<file path="config.mk">
export PLATFORM = sky130hd
export DESIGN_NAME = iir_filter_mc
export DESIGN_NICKNAME = d
export VERILOG_FILES = /design/src/rtl/iir_filter_mc.sv
export SDC_FILE = /design/constraint.sdc
export NUM_CORES = 1
export LEC_CHECK = 0
export ABC_CLOCK_PERIOD_IN_PS = 8600
export CORE_MARGIN = 4
export CORE_UTILIZATION = 57
export CTS_CLUSTER_SIZE = 28
export DETAILED_ROUTE_END_ITERATION = 8
export PLACE_DENSITY = 0.76
export SYNTH_ARGS = -nofsm -noshare
export SYNTH_HDL_FRONTEND = slang
export SYNTH_SLANG_ARGS = --single-unit
</file>
<file path="constraint.sdc">
create_clock -name clk -period 8.6 [get_ports clk]
set_input_delay 1.72 -clock clk [delete_from_list [all_inputs] [get_ports clk]]
set_output_delay 1.72 -clock clk [all_outputs]
set_load 0.05 [all_outputs]
</file>
<file path="src/rtl/iir_filter_mc.sv">
// iir_filter_mc
// Multi-channel first-order IIR filter: y[n] = x[n] + ((a * y[n-1]) >>> FRAC_W).
// Each of CHANNELS time-multiplexed channels keeps its own y[n-1] state.
// A single output register with a combinational in_ready gives full
// throughput under valid/ready flow control.
//
// Optional feature macro: IIR_SAT_EN
//   defined   -> results are clamped to the DATA_W signed range and any clamp
//                sets the sticky sat_flag (cleared by rst or clr)
//   undefined -> results wrap to DATA_W bits and sat_flag is tied to 0
//
// Ports:
//   clk, rst              clock and synchronous active-high reset
//   clr                   synchronous clear of all channel states and sat_flag
//   coef_a                signed feedback coefficient, used at input accept
//   in_valid/in_ready     input handshake
//   in_ch, in_x           input channel index and signed sample
//   out_valid/out_ready   output handshake
//   out_ch, out_y         output channel index and signed result
//   sat_flag              sticky overflow indicator
module iir_filter_mc #(
    parameter int DATA_W   = 8,
    parameter int COEF_W   = 8,
    parameter int FRAC_W   = 6,
    parameter int CHANNELS = 4,
    parameter int CH_W     = 2
) (
    input  logic                     clk,
    input  logic                     rst,
    input  logic                     clr,
    input  logic signed [COEF_W-1:0] coef_a,
    input  logic                     in_valid,
    output logic                     in_ready,
    input  logic [CH_W-1:0]          in_ch,
    input  logic signed [DATA_W-1:0] in_x,
    output logic                     out_valid,
    input  logic                     out_ready,
    output logic [CH_W-1:0]          out_ch,
    output logic signed [DATA_W-1:0] out_y,
    output logic                     sat_flag
);

    localparam int PROD_W = DATA_W + COEF_W;
    localparam int SUM_W  = PROD_W + 1;

    logic signed [DATA_W-1:0] y_prev_q [CHANNELS];
    logic signed [DATA_W-1:0] y_prev_d [CHANNELS];
    logic                     out_valid_q, out_valid_d;
    logic [CH_W-1:0]          out_ch_q, out_ch_d;
    logic signed [DATA_W-1:0] out_y_q, out_y_d;

    logic                     accept;
    logic                     ch_ok;
    logic                     take;
    logic signed [DATA_W-1:0] y_sel;
    logic signed [PROD_W-1:0] prod;
    logic signed [PROD_W-1:0] sh;
    logic signed [DATA_W-1:0] result;

`ifdef IIR_SAT_EN
    localparam logic signed [SUM_W-1:0] SUM_MAX = SUM_W'((2 ** (DATA_W - 1)) - 1);
    localparam logic signed [SUM_W-1:0] SUM_MIN = ~SUM_MAX;

    logic signed [SUM_W-1:0] sum;
    logic                    clamp;
    logic                    sat_flag_q, sat_flag_d;
`endif

    // Handshake and datapath. A clear in the accept cycle makes the sample
    // see a zero history, so the state mux is forced to zero under clr.
    always_comb begin
        in_ready = !out_valid_q || out_ready;
        accept   = in_valid && in_ready;
        ch_ok    = 32'(in_ch) < CHANNELS;
        take     = accept && ch_ok;

        y_sel = '0;
        if (!clr) begin
            for (int i = 0; i < CHANNELS; i++) begin
                if (in_ch == CH_W'(i)) begin
                    y_sel = y_prev_q[i];
                end
            end
        end

        prod = PROD_W'(coef_a) * PROD_W'(y_sel);
        // Arithmetic shift floors toward minus infinity.
        sh   = prod >>> FRAC_W;

`ifdef IIR_SAT_EN
        sum   = SUM_W'(in_x) + SUM_W'(sh);
        clamp = 1'b0;
        if (sum > SUM_MAX) begin
            result = SUM_MAX[DATA_W-1:0];
            clamp  = 1'b1;
        end else if (sum < SUM_MIN) begin
            result = SUM_MIN[DATA_W-1:0];
            clamp  = 1'b1;
        end else begin
            result = sum[DATA_W-1:0];
        end
`else
        result = DATA_W'(SUM_W'(in_x) + SUM_W'(sh));
`endif
    end

    // Next-state for channel history and the output register. Samples on an
    // out-of-range channel are swallowed without touching any state.
    always_comb begin
        for (int i = 0; i < CHANNELS; i++) begin
            y_prev_d[i] = clr ? '0 : y_prev_q[i];
            if (take && (in_ch == CH_W'(i))) begin
                y_prev_d[i] = result;
            end
        end

        out_valid_d = out_valid_q;
        out_ch_d    = out_ch_q;
        out_y_d     = out_y_q;
        if (take) begin
            out_valid_d = 1'b1;
            out_ch_d    = in_ch;
            out_y_d     = result;
        end else if (out_ready) begin
            out_valid_d = 1'b0;
        end

`ifdef IIR_SAT_EN
        sat_flag_d = (clr ? 1'b0 : sat_flag_q) | (take && clamp);
`endif
    end

    always_ff @(posedge clk) begin
        if (rst) begin
            for (int i = 0; i < CHANNELS; i++) begin
                y_prev_q[i] <= '0;
            end
            out_valid_q <= 1'b0;
            out_ch_q    <= '0;
            out_y_q     <= '0;
`ifdef IIR_SAT_EN
            sat_flag_q  <= 1'b0;
`endif
        end else begin
            for (int i = 0; i < CHANNELS; i++) begin
                y_prev_q[i] <= y_prev_d[i];
            end
            out_valid_q <= out_valid_d;
            out_ch_q    <= out_ch_d;
            out_y_q     <= out_y_d;
`ifdef IIR_SAT_EN
            sat_flag_q  <= sat_flag_d;
`endif
        end
    end

    assign out_valid = out_valid_q;
    assign out_ch    = out_ch_q;
    assign out_y     = out_y_q;
`ifdef IIR_SAT_EN
    assign sat_flag  = sat_flag_q;
`else
    assign sat_flag  = 1'b0;
`endif

endmodule

</file>
Word level (Yosys, flattened, before mapping)
Memory sizes are Yosys's and may differ from the RTL's. Cells that the tools add are included.

Multipliers: 1. Shift operators: 0. Magnitude comparators: 0. Mux-type cells: 22. Bitwise logic cells: 4. Div/mod/pow operators: 0. Equality and inequality tests: 3. $add $sub $neg: 1. Reductions and logical operators: 9.

Operators with widths (number): $mux W8 (17); $mul A8 B8 Y14 (1); $add A8 B8 Y8 (1); $logic_and A1 B1 Y1 (5); $mux W1 (5); $eq A2 B2 Y1 const B (2); $or A1 B1 Y1 (4); $eq A2 B1 Y1 const B (1); $logic_not A2 Y1 (1); $reduce_bool A2 Y1 (1); $logic_not A1 Y1 (1); $logic_or A1 B1 Y1 (1).

Logic and storage cells: 44. Register bits after elaboration: 11. Bits of input ports: 23. Bits in read-only memories: 0. Bits in latches: 0. Output and inout bits: 13. Bits in writable memories: 32. Memories kept: 1.

Memory list: y_prev_q (words 4, width 8, rd ports 4, clocked after Yosys merged registers in 0, write ports 4, line 46) `logic signed [DATA_W-1:0] y_prev_q [CHANNELS];`.

Longest topological paths before layout
Word-level depth: 10. Gate-level depth with buffers: 29. Gate-level depth less buffers: 27.

Worst setup path before layout
No wires, ideal clock.

Path type: in2reg. From: in in_ch[0]. To: mem y_prev_q[0][7]. Library setup time: 0.133 ns. Cell stages on the path: 27. Arrival time: 7.676 ns. Path slack: 0.792 ns. Data required time: 8.467 ns. Cells stage by stage: buf_2 clkbuf_1 a211oi_1 a211oi_1 nand2_1 fa_1 fa_1 inv_1 fa_1 inv_1 fa_1 inv_1 ha_1 o21ai_0 o21ba_2 o21a_1 nor2_1 xnor2_1 ha_1 nand2_1 o21ai_0 or2_2 or3_1 a31oi_1 xnor2_1 xnor2_1 o21ai_0.

RTL lines: start: declaration (line 34) `input logic [CH_W-1:0] in_ch,`; end: declaration (line 46).

Worst setup path in the final report
From: in in_ch[1]. To: reg out_y_q[7], in the netlist out_y[7].

Longest elaborated chain between the ends: 8. Elaborated cells between the ends (all ways): 11.

RTL lines: $logic_not A2 Y1 (line 80) `if (in_ch == CH_W'(i)) begin`; $mux W8 (3 in series) (line 80); $mux W8 * (line 80); $mux W8 * (line 78) `if (!clr) begin`; $mul A8 B8 Y14 * (line 86) `prod = PROD_W'(coef_a) * PROD_W'(y_sel);`; $add A8 B8 Y8 * (line 103) `result = DATA_W'(SUM_W'(in_x) + SUM_W'(sh));`; end signal: assignment (line 150) `out_y_q <= out_y_d;`; end: declaration (line 50) `logic signed [DATA_W-1:0] out_y_q, out_y_d;`.

Every way passes the cells marked *; elsewhere a longest branch is shown, timed or not. A chain may end at the register's enable or synchronous reset.

==> flow_metrics.py <==
metrics = {
    "clock_tree": {
        "cts_buffers": 5,
        "htreeDepth": 2,
        "clk_latency_ns": 0.30,
        "clk_path_buf_depth": 2,
        "clk_pin_slew_ns": 0.08,
        "hold_buffers": 0,
        "cts-root-buf": "clkbuf_8",
        "numClockSinks": 43,
        "cts_tree": "built",
    },
    "timing": {
        "rsz0062_at_grt": "no",
        "fmax_ghz": 0.122,
        "slew_headroom_pct": 59.7,
        "slew_violations": 0,
        "clock_skew_ns": 0.00658,
        "tightest_slew_ns": 0.601,
        "tns_ns": 0,
        "fin_crit_sh_pct": 95.1,
        "fin_crit_ns": 8.17,
        "hold_viol": 0,
        "setup_violations": 0,
    },
    "yosys": {
        "yosysTopAreaCellShare_pct": 22.2,
        "ys_seq_elements": 43,
        "ys_warn_count": 0,
        "seq_area_frac_synth_pct": 20.3,
        "syn_inst": 494,
        "synth_area_leaders": "fa_1, dfxtp_1, ha_1",
        "synth_area_sq_um": 4240,
        "yosysTopAreaCell": "fa_1",
        "syn_avg_cell_area_sq_um": 8.58,
        "synthDistinctLibCells": 44,
        "synth_nets": 595,
    },
    "critical_path": {
        "path_class": "in -> reg",
        "startpoint_type": "primary input",
        "crit_fanout": 7,
        "worstPathArrival_ns": 8.39,
        "setup.worst_path.end_class": "flop",
        "cp.required_ns": 8.81,
    },
    "finish": {
        "syn_to_final_growth_pct": 13.0,
        "layout-drive-gt1-share_pct": 6.11,
        "nets": 624,
        "antennaDiodeCount": 0,
    },
    "power_and_ir_drop": {
        "power.switching_w": 0.000211,
        "pwr-share-comb_pct": 38.9,
        "pwr-share-seq_pct": 38.7,
        "p_leak_nw": 2.27,
        "ir_drop_mv": 0.145,
        "p_clk_share_pct": 22.4,
        "p_int_w": 0.000354,
        "power_density_nw_per_um2": 118,
        "p_sw_share_pct": 37.4,
        "fin_total_pwr_w": 0.000566,
    },
    "drt": {
        "drc": 0,
        "post_drt_wl_per_cell_um": 15.1,
        "vias": 3422,
        "drt_iter0_markers": 125,
        "drt-total-wl_um": 9420,
        "vias_per_cell": 5.49,
        "ant_nets": 0,
        "drt_first_pass_iters": 4,
    },
    "grt": {
        "grt_pass1_wl_um": 16700,
        "antenna_found_initial": 0,
        "grt_pass1_vias": 3487,
        "track_usage_pct": 23.5,
        "grt_max_degree": 47,
        "grt-ovfl-total": 0,
    },
    "die": {
        "start_util_pct": 58.4,
        "die_h_um": 94.2,
        "rows": 31,
        "dieArea_sq_um": 8880,
        "ioPinCount": 36,
        "core_sq_um": 7250,
        "die_width_um": 94.2,
    },
    "hold_path": {
        "hp-class": "reg -> reg",
    },
    "outcome": {
        "outcome": "finished, final reports clean",
    },
    "placed_design": {
        "post-dp-hpwl_um": 7460,
        "io_buffers": 34,
        "place_congestion": 0.877,
    },
    "flow_run": {
        "max-cap-violations": 0,
    },
}
[layer usage]
metal / routed length [um] / GRT usage (%)
met4: 176 / 5.17
met3: 412 / 3.29
met1: 4260 / 32.6
met5: 0 / 0
met2: 4570 / 39.1
[cell type report]
class	instances	area [sq um]
Sequential cell	43	861
Clock buffer	6	72.6
Tap cell	99	124
Fill cell	618	2460
Inverter	74	278
Multi-Input combinational cell	354	3010
Clock inverter	2	12.5
Timing Repair Buffer	45	435
[kinds of logic after synthesis]
kind of cell	after synthesis	synth area share (%)
AO/OA/AOI/OAI	71	10.1
XOR/XNOR	23	4.93
adder cells (fa/ha/maj)	78	31.4
buffers and inverters	97	8.89
flip-flops	43	20.3
multiplexers	8	3.84
other	1	0.0885
AND/OR/NAND/NOR	173	20.5
[Yosys cell counts]
master     number
inv_1          74
nor2_1         48
fa_1           47
dfxtp_1        43
nand2_1        40
a21oi_1        32
ha_1           31
and3_1         28
clkbuf_1       20
and2_1         16
xnor2_1        16
a31oi_1        13
nand3_1        10
a211oi_1        7
o21ai_0         7
nand2b_1        6
nor3b_1         6
xor2_1          6
mux4_2          4
or2_2           4
a21o_1          3
nand4b_1        3
nor2b_1         3
o31ai_1         3
mux2i_1         2
mux4_1          2
nor3_1          2
o21bai_1        2
and4_1          1
buf_2           1
buf_4           1
buf_6           1
conb_1          1
nand2_2         1
nand3b_1        1
nand4_1         1
nor2_2          1
o2111ai_1       1
o21a_1          1
o21ba_2         1
o41a_1          1
or3_1           1
or4b_2          1
xnor2_2         1
[cell usage in the layout, fill, tap and decap left out, types with 15 or more instances in the layout]
master | Yosys | layout
nand2_1 | 40 | 40
and3_1 | 28 | 28
and2_1 | 16 | 16
fa_1 | 47 | 47
ha_1 | 31 | 31
dfxtp_1 | 43 | 43
a21oi_1 | 32 | 32
xnor2_1 | 16 | 15
inv_1 | 74 | 74
clkdlybuf4s50_1 | 0 | 34
nor2_1 | 48 | 48
[power by group through the flow]
stage	clock network, W	registers [W]	logic, W
after global routing	0.000139	0.000220	0.000246
after floorplan	0	0.000243	0.000132
after global placement	0	0.000223	0.000214
after CTS	0.000128	0.000219	0.000219
final	0.000127	0.000219	0.000220
after detailed placement	0	0.000223	0.000217
[per-stage QoR]
| stage | setup WS (ns) | hold WS [ns] | instance area [sq um] | std cells | util [%] |
|---|---|---|---|---|---|
| 2_1_floorplan | 0.792 | 0.443 | 4240 | 494 | - |
| 3_5_place_dp | 0.0293 | 0.449 | 4700 | 615 | 64.8 |
| 3_3_place_gp | 0.164 | 0.444 | 4700 | 615 | 64.8 |
| 6_report | 0.425 | 0.456 | 4790 | 623 | 66.1 |
| 4_1_cts | 0.326 | 0.460 | 4780 | 623 | 65.9 |
| 5_1_grt | 0.0772 | 0.492 | 4790 | 623 | 66.1 |
[flip-flops by register name, summed over array words and instances, names as in the netlist]
signal and count:
out_ch 2, y_prev_q 32, out_y 8, out_valid 1
[path summary, 6_finish.rpt]
| path | startpoint | endpoint | slack [ns] | cells past startpoint |
|---|---|---|---|---|
| worst max register to register | y_prev_q[2][0]$_SDFFE_PP0P_ | out_y[7]$_SDFFE_PP0P_ | 2.25 | 25 |
| worst min register to register | out_y[0]$_SDFFE_PP0P_ | out_y[0]$_SDFFE_PP0P_ | 0.46 | 2 |
| worst max-delay path | in_ch[1] | out_y[7]$_SDFFE_PP0P_ | 0.43 | 26 |
| worst min-delay path | out_y[0]$_SDFFE_PP0P_ | out_y[0]$_SDFFE_PP0P_ | 0.46 | 2 |
[worst max-delay path, stage by stage]
cell             delay (ns)
clkdlybuf4s50_1        0.63
mux4_1                 0.73
and3_1                 0.27
fa_1                   0.48
inv_1                  0.06
fa_1                   0.50
inv_1                  0.05
fa_1                   0.47
inv_1                  0.05
fa_1                   0.53
inv_1                  0.04
ha_1                   0.29
o21ai_0                0.07
o21ba_2                0.19
o21a_1                 0.18
nor2_1                 0.11
xnor2_1                0.14
ha_1                   0.28
nand2_1                0.08
o21ai_0                0.10
or2_2                  0.33
or3_1                  0.31
a31oi_1                0.20
xnor2_1                0.19
xnor2_2                0.15
a211oi_1               0.24
[what timing repair did]
item | CTS | global route
gates resized for setup | 0 | 1
setup endpoints to repair | 0 | 1
buffers inserted | 0 | 0
(Power assumes the default switching activity.)
